### src/rtl/alu_seq.sv
// Sequential ALU: single-cycle arithmetic/logic ops and bit-serial shifts
// with a registered result, zero flag and one-cycle done pulse.

package alu_seq_pkg;
  typedef enum logic [3:0] {
    ALU_ADD  = 4'd0,
    ALU_SUB  = 4'd1,
    ALU_AND  = 4'd2,
    ALU_OR   = 4'd3,
    ALU_XOR  = 4'd4,
    ALU_SLL  = 4'd5,
    ALU_SRL  = 4'd6,
    ALU_SRA  = 4'd7,
    ALU_SLT  = 4'd8,
    ALU_SLTU = 4'd9
  } alu_op_t;
endpackage

module alu_seq
  import alu_seq_pkg::*;
#(
  parameter int unsigned DATA_WIDTH = 32
) (
  input  logic                  clk,
  input  logic                  rst_n,
  input  logic                  alu_start,
  input  logic [DATA_WIDTH-1:0] alu_operand1,
  input  logic [DATA_WIDTH-1:0] alu_operand2,
  input  alu_op_t               alu_op,
  output logic                  alu_busy,
  output logic                  alu_done,
  output logic [DATA_WIDTH-1:0] alu_result,
  output logic                  alu_zero
);

  typedef enum logic {
    ST_IDLE  = 1'b0,
    ST_SHIFT = 1'b1
  } state_t;

  typedef enum logic [1:0] {
    SH_LL = 2'd0,
    SH_RL = 2'd1,
    SH_RA = 2'd2
  } shift_t;

  state_t                state_q,  state_d;
  logic [DATA_WIDTH-1:0] work_q,   work_d;
  logic [4:0]            cnt_q,    cnt_d;
  shift_t                shk_q,    shk_d;
  logic                  fill_q,   fill_d;
  logic [DATA_WIDTH-1:0] result_q, result_d;
  logic                  zero_q,   zero_d;
  logic                  done_q,   done_d;

  // Decode of the operation presented at the inputs
  logic [DATA_WIDTH-1:0] imm_val;
  logic                  is_shift;
  shift_t                shk_sel;
  logic [4:0]            shamt;
  logic                  sign_fill;

  // One bit-position step of the selected shift; the SRA fill is the saved
  // sign of the original operand rather than the current msb.
  function automatic logic [DATA_WIDTH-1:0] shift_step(
    input logic [DATA_WIDTH-1:0] v,
    input shift_t                kind,
    input logic                  fill
  );
    logic [DATA_WIDTH-1:0] r;
    case (kind)
      SH_LL:   r = {v[DATA_WIDTH-2:0], 1'b0};
      SH_RL:   r = {1'b0, v[DATA_WIDTH-1:1]};
      default: r = {fill, v[DATA_WIDTH-1:1]};
    endcase
    return r;
  endfunction

  // Combinational ALU for single-cycle ops and shift-kind decode
  always_comb begin
    imm_val   = alu_operand1 + alu_operand2;
    is_shift  = 1'b0;
    shk_sel   = SH_LL;
    shamt     = alu_operand2[4:0];
    sign_fill = alu_operand1[DATA_WIDTH-1];
    case (alu_op)
      ALU_ADD:  imm_val = alu_operand1 + alu_operand2;
      ALU_SUB:  imm_val = alu_operand1 - alu_operand2;
      ALU_AND:  imm_val = alu_operand1 & alu_operand2;
      ALU_OR:   imm_val = alu_operand1 | alu_operand2;
      ALU_XOR:  imm_val = alu_operand1 ^ alu_operand2;
      ALU_SLT:  imm_val = DATA_WIDTH'($signed(alu_operand1) < $signed(alu_operand2));
      ALU_SLTU: imm_val = DATA_WIDTH'(alu_operand1 < alu_operand2);
      ALU_SLL: begin
        is_shift = 1'b1;
        shk_sel  = SH_LL;
      end
      ALU_SRL: begin
        is_shift = 1'b1;
        shk_sel  = SH_RL;
      end
      ALU_SRA: begin
        is_shift = 1'b1;
        shk_sel  = SH_RA;
      end
      default:  imm_val = alu_operand1 + alu_operand2;
    endcase
  end

  // Next-state logic: accept in IDLE, step the shift in SHIFT
  always_comb begin
    state_d  = state_q;
    work_d   = work_q;
    cnt_d    = cnt_q;
    shk_d    = shk_q;
    fill_d   = fill_q;
    result_d = result_q;
    zero_d   = zero_q;
    done_d   = 1'b0;
    unique case (state_q)
      ST_IDLE: begin
        if (alu_start) begin
          if (!is_shift) begin
            result_d = imm_val;
            zero_d   = (imm_val == '0);
            done_d   = 1'b1;
          end else if (shamt == 5'd0) begin
            result_d = alu_operand1;
            zero_d   = (alu_operand1 == '0);
            done_d   = 1'b1;
          end else if (shamt == 5'd1) begin
            result_d = shift_step(alu_operand1, shk_sel, sign_fill);
            zero_d   = (shift_step(alu_operand1, shk_sel, sign_fill) == '0);
            done_d   = 1'b1;
          end else begin
            // First step happens on the accepting edge; cnt holds steps left.
            work_d  = shift_step(alu_operand1, shk_sel, sign_fill);
            cnt_d   = shamt - 5'd1;
            shk_d   = shk_sel;
            fill_d  = sign_fill;
            state_d = ST_SHIFT;
          end
        end
      end
      ST_SHIFT: begin
        if (cnt_q <= 5'd1) begin
          result_d = shift_step(work_q, shk_q, fill_q);
          zero_d   = (shift_step(work_q, shk_q, fill_q) == '0);
          done_d   = 1'b1;
          cnt_d    = '0;
          state_d  = ST_IDLE;
        end else begin
          work_d = shift_step(work_q, shk_q, fill_q);
          cnt_d  = cnt_q - 5'd1;
        end
      end
    endcase
  end

  // State and output registers with asynchronous active-low reset
  always_ff @(posedge clk or negedge rst_n) begin
    if (!rst_n) begin
      state_q  <= ST_IDLE;
      work_q   <= '0;
      cnt_q    <= '0;
      shk_q    <= SH_LL;
      fill_q   <= 1'b0;
      result_q <= '0;
      zero_q   <= 1'b1;
      done_q   <= 1'b0;
    end else begin
      state_q  <= state_d;
      work_q   <= work_d;
      cnt_q    <= cnt_d;
      shk_q    <= shk_d;
      fill_q   <= fill_d;
      result_q <= result_d;
      zero_q   <= zero_d;
      done_q   <= done_d;
    end
  end

  assign alu_busy   = (state_q == ST_SHIFT);
  assign alu_done   = done_q;
  assign alu_result = result_q;
  assign alu_zero   = zero_q;

endmodule
### config.mk
export PLATFORM = sky130hd
export DESIGN_NAME = alu_seq
export DESIGN_NICKNAME = d
export VERILOG_FILES = /design/src/rtl/alu_seq.sv
export SDC_FILE = /design/constraint.sdc
export NUM_CORES = 1
export LEC_CHECK = 0
export ABC_AREA = 1
export CAP_MARGIN = 30
export CORE_MARGIN = 5
export CORE_UTILIZATION = 30
export DETAILED_ROUTE_END_ITERATION = 6
export GPL_ROUTABILITY_DRIVEN = 0
export SETUP_SLACK_MARGIN = 0.02
export SYNTH_ARGS = -nofsm -noshare
export SYNTH_HDL_FRONTEND = slang
export SYNTH_SLANG_ARGS = --single-unit
### constraint.sdc
create_clock -name clk -period 5.41 [get_ports clk]
set_clock_uncertainty 0.1 [all_clocks]
set_input_delay 1.082 -clock clk [delete_from_list [all_inputs] [get_ports clk]]
set_output_delay 1.082 -clock clk [all_outputs]
set_load 0.05 [all_outputs]
[Word level (Yosys, flattened, before mapping)]
Cells that the tools add are included.
Operators by class
  add/subtract/negate cells: 4
  order comparisons: 3
  equality and inequality tests: 19
  multiplexer cells: 46
  bitwise logic cells: 6
  reductions and logical operators: 12
Operators by type and width (count)
  $mux W32: 15
  $pmux W32 S2: 4
  $pmux W32 S6: 1
  $logic_not A32 Y1: 4
  $lt A32 B32 Y1: 2
  $add A32 B32 Y32: 1
  $and A32 B32 Y32: 1
  $or A32 B32 Y32: 1
  $sub A32 B32 Y32: 1
  $xor A32 B32 Y32: 1
  $mux W5: 5
  $eq A4 B3 Y1 const B: 4
  $mux W1: 16
  $ne A2 B2 Y1 const B: 5
  $pmux W5 S2: 1
  $reduce_and A5 Y1: 2
  $sub A5 B1 Y5 const B: 2
  $eq A4 B2 Y1 const B: 2
  $eq A4 B4 Y1 const B: 2
  $pmux W1 S2: 3
  $eq A5 B1 Y1 const B: 1
  $le A5 B1 Y1 const B: 1
  $logic_not A5 Y1: 1
  $eq A2 B1 Y1 const B: 2
  9 further kinds: 12
Storage, ports and cells
  register bits: 75
  output and inout port bits: 35

[Depth between registers and ports, before layout]
  depth after elaboration: 15
  depth in mapped cells: 22
  gate-level depth less buffers: 21

[Least setup slack after synthesis]
OpenSTA, ideal clock, no wires.
  path kind: input-to-reg
  start point: input alu_operand1[0]
  end point: register zero_q (netlist: alu_zero)
  data arrival time: 2.949 ns
  data required time: 5.237 ns
  slack: 2.288 ns
  stages on the path: 19
  path through: inv_1 > ha_1 > inv_1 > fa_1 > nand2_1 > nand2_1 > nand3_1 > nand2_1 > nand2_1 > nand3_1 > nand2_1 > nand3_1 > nand3_1 > nand3_1 > nor2_1 > nand2_1 > nor2_1 > nand4_1 > a21oi_1
Between the ends
  cells in the longest elaborated chain, start to end: 12
  elaborated cells between the ends (all ways): 22
  those cells by class: add/sub: 2; order compare: 2; mux: 12; bitwise: 3; reduce/logical: 3
RTL lines
  start: declaration: RTL line 27  | input logic [DATA_WIDTH-1:0] alu_operand1,
  parallel branches: the longest is 9 deep, another holds $add A32 B32 Y32
  $mux W1 (*): RTL line 123  | if (!is_shift) begin
  $mux W1 (*): RTL line 122  | if (alu_start) begin
  $pmux W1 S2 (*): RTL line 120  | unique case (state_q)
  end signal: assignment: RTL line 178  | zero_q <= zero_d;
  end: declaration: RTL line 53  | logic zero_q, zero_d;
Mark *: on every way between the ends. The select of a mux whose other input is x is not followed.
A chain may end at the register's enable or synchronous reset.

[Final worst setup path]
  start point: input alu_operand1[10]
  end point: register zero_q (netlist: alu_zero)
Same word-level chain as after synthesis.

==> impl_metrics.csv <==
group,metric,value,unit
logic_synthesis,async_reset_ff_share,100,%
timing,hold_viol,0,
route,firstDrtPassIters,7,
critical_path,critPathBufInv,3,
critical_path,critical_path_peak_fanout,10,
finish,area_growth,15.6,%
timing,tns,0,ns
job,maxCapViolations,0,
logic_synthesis,ys_ff_latch,75,
timing,tightest_slew,0.990,ns
finish,nFillCells,4140,
finish,nets,2208,
placed_design,place_inst,2534,
critical_path,cp_top_family,"simple AND/OR/NAND/NOR gates",
floorplan,die_w,204,um
logic_synthesis,synth_nets,2160,
logic_synthesis,syn_avg_cell_area,5.68,um2
global_route,grt_usage,21.9,%
route,num_vias,13457,
logic_synthesis,synthCells,1986,
logic_synthesis,synth_area,11300,um2
run_status,status,"finished, final reports clean",
clock_network,clk_pin_slew,0.06,ns
clock_network,cts.htree.levels,3,
timing,drv_slew,0,
timing,rsz0062_at_grt,"no",
clock_network,numClockSinks,75,
route,drt-total-wl,47.3,mm
clock_network,cts_setup_buffers,0,
global_route,grt_max_degree,65,
route,drt-initial-drc-count,1571,
logic_synthesis,ys_seq_area_share,16.6,%
timing,finalSetupViolCount,0,
timing,post-route-period-util,84.2,%
global_route,antenna_found_initial,1,
route,drt-wirelength-per-cell,18.5,um
timing,slew_headroom,33.9,%
finish,instances_no_fill,2551,
critical_path,critPathKind,"in -> reg",
floorplan,initial_core_util,30.2,%
floorplan,die_y,204,um
route,final_antenna_net_count,0,
finish,drive_gt1_share,3.29,%
placed_design,dp_hpwl,38.6,mm
critical_path,endpoint_kind,"register",
critical_path,startpoint,"alu_operand1[10]",
critical_path,arrival,4.73,ns
logic_synthesis,ys_types,50,
route,via_per_inst,5.28,
critical_path,crit_slowest_cell,"clkdlybuf4s50_1",
logic_synthesis,synth_top_flop_cell,"dfrtp_1",
timing,fin_crit,4.55,ns
logic_synthesis,yosysWarnings,0,
power_and_ir_drop,worst_ir_drop_vdd,0.175,mV
floorplan,coreArea,37400,um2
clock_network,clockBufferDepth,2,
critical_path,critical_path.endpoint,"alu_zero",
critical_path,slowest_delay,0.69,ns
clock_network,hold_buffers,0,
clock_network,cts_root_buf,"clkbuf_16",
critical_path,reg2reg_from,"alu_busy",
worst_hold_path,worstHoldPathType,"reg -> reg",
finish,multi_input_area,7780,um2
clock_network,clk_latency,0.35,ns
critical_path,r2r_cells,7,
route,drc,0,
clock_network,cts_tree,"yes",
clock_network,cts.repair.resized,0,
global_route,grt_overflow,0,
clock_network,cts-buffers-inserted,9,
placed_design,io_buffers,105,
critical_path,r2r_slack,2.59,ns
timing,fmax,220,MHz
power_and_ir_drop,power.density,361,nW/um2
critical_path,cp.required,5.59,ns
finish,seq_area,1880,um2
critical_path,cp.depth,18,
critical_path,cp-start-kind,"primary input",
floorplan,die-area,41600,um2
global_route,grt_pass1_vias,12635,
global_route,grt_pass1_wl,72.2,mm
logic_synthesis,synth-edff-count,0,
floorplan,ios,106,
floorplan,num_rows,71,
critical_path,r2r-end,"work_q[24]",
power_and_ir_drop,p_leak,6.74,nW
critical_path,path_cells,"clkdlybuf4s50_1, inv_1, ha_1, nor2_1, inv_1, nor2_1, nand2_1, nand3_1, nand2_1, nand2_1, nand2_1, nand3_1, nand3_1, nor2_1, nand3_1, nor2_1, nand4_1, a21oi_1",
## synthesized netlist by cell type, types with 2 or more instances
| library cell | instances | share of area [%] |
|---|---|---|
| a211oi_1 | 3 | 0.20 |
| nor2_1 | 219 | 7.3 |
| o21ai_1 | 9 | 0.40 |
| fa_1 | 2 | 0.35 |
| a31oi_1 | 24 | 1.3 |
| o21ai_0 | 137 | 6.1 |
| a221oi_1 | 11 | 0.85 |
| dfrtp_1 | 74 | 16 |
| or2_2 | 8 | 0.44 |
| a41oi_1 | 23 | 1.8 |
| buf_6 | 5 | 0.50 |
| nand2_1 | 588 | 20 |
| a21o_1 | 2 | 0.13 |
| buf_2 | 42 | 1.9 |
| clkbuf_1 | 23 | 0.76 |
| nor2_4 | 2 | 0.20 |
| nand4_1 | 20 | 1.1 |
| a21oi_1 | 98 | 4.3 |
| buf_4 | 8 | 0.53 |
| nand3_1 | 144 | 6.4 |
| o211ai_1 | 13 | 0.86 |
| xor2_1 | 9 | 0.70 |
| nand3b_1 | 3 | 0.20 |
| nor2_2 | 4 | 0.22 |
| nand2_4 | 3 | 0.30 |
| buf_1 | 2 | 0.067 |
| nand2_2 | 4 | 0.22 |
| nor3_1 | 25 | 1.1 |
| inv_1 | 313 | 10 |
| o21bai_1 | 13 | 0.86 |
| o22ai_1 | 19 | 1.1 |
| nor4_1 | 10 | 0.55 |
| inv_2 | 9 | 0.30 |
| ha_1 | 101 | 11 |
## cell usage in the layout, fill, tap and decap left out, types with 2 or more instances in the layout
| cell | count |
|---|---|
| nand2_1 | 588 |
| inv_1 | 313 |
| nor2_1 | 218 |
| nand3_1 | 144 |
| o21ai_0 | 137 |
| clkdlybuf4s50_1 | 104 |
| ha_1 | 101 |
| a21oi_1 | 97 |
| dfrtp_1 | 74 |
| nor3_1 | 25 |
| a31oi_1 | 24 |
| a41oi_1 | 23 |
| nand4_1 | 20 |
| o22ai_1 | 19 |
| o21bai_1 | 13 |
| o211ai_1 | 13 |
| buf_4 | 12 |
| a221oi_1 | 11 |
| nor4_1 | 10 |
| inv_2 | 9 |
| o21ai_1 | 9 |
| xor2_1 | 9 |
| clkbuf_16 | 9 |
| or2_2 | 8 |
| nor2_2 | 5 |
| nand2_2 | 4 |
| nand2_4 | 3 |
| nand3b_1 | 3 |
| a211oi_1 | 3 |
| bufinv_16 | 3 |
| nor2_4 | 2 |
| a21o_1 | 2 |
| fa_1 | 2 |
| clkinv_4 | 2 |
## worst min path at each step
stage,cells past startpoint,endpoint,start,slack (ns)
global route,2,fill_q,fill_q,0.44
CTS,2,fill_q,fill_q,0.42
finish,2,fill_q,fill_q,0.43
floorplan,2,fill_q,fill_q,0.35
global placement,2,fill_q,fill_q,0.37
detailed placement,2,fill_q,fill_q,0.40
## routing by layer
layer / vias up / part of all wire (%) / global-route usage [%]
met5: - / 0 / 0
met4: 0 / 5.0 / 10.4
met3: 131 / 8.4 / 3.44
met2: 722 / 45 / 35.5
met1: 6130 / 41 / 28.7
li1: 6474 / - / -
## logic make-up (layout without fill, tap and decap cells)
kind of cell / after synthesis / after routing / synth area share (%)
mux: 1 / 1 / 0.0887
other cells: 0 / 1 / 0
flops: 75 / 75 / 16.6
compound gates: 358 / 358 / 18.4
simple gates: 1035 / 1035 / 38.0
xor+xnor: 10 / 10 / 0.776
fa+ha+maj: 103 / 103 / 11.6
buf+inv: 404 / 457 / 14.5
## flip-flops by register name, summed over array words and instances, names as in the netlist
signal / cells
alu_result: 32
work_q: 32
cnt_q: 5
shk_q: 2
alu_busy: 1
alu_done: 1
alu_zero: 1
fill_q: 1
## metrics by stage
stage | hold slack (ns) | instance area (um2) | setup slack, ns | power, mW | util [%]
after floorplan | 0.354 | 11300 | 2.29 | 2.99 | -
final | 0.427 | 13000 | 0.857 | 4.71 | 34.9
after CTS | 0.419 | 13000 | 0.993 | 4.69 | 34.9
after global placement | 0.368 | 12700 | 0.603 | 3.94 | 33.9
after detailed placement | 0.403 | 12700 | 0.651 | 3.96 | 33.9
after global routing | 0.438 | 13000 | 0.754 | 5.04 | 34.9
## final cells by class
cell class | instances | area share, %
inverter | 323 | 9.31
clock inverter | 6 | 0.863
timing repair buffer | 118 | 9.03
multi-input combinational | 1507 | 59.6
antenna | 1 | 0.0192
clock buffer | 10 | 1.83
tap | 511 | 4.90
sequential | 75 | 14.4
## power breakdown
group / switching (mW) / internal (mW)
clock: 0.250 / 0.464
sequential: 0.214 / 0.850
combinational: 2.01 / 0.926
## tightest hold or removal path, stage by stage, from the launching register on
cell,delay (ns)
dfrtp_1,0.35
nand2_1,0.06
o21ai_0,0.08
Power figures use the tool's default switching activity.
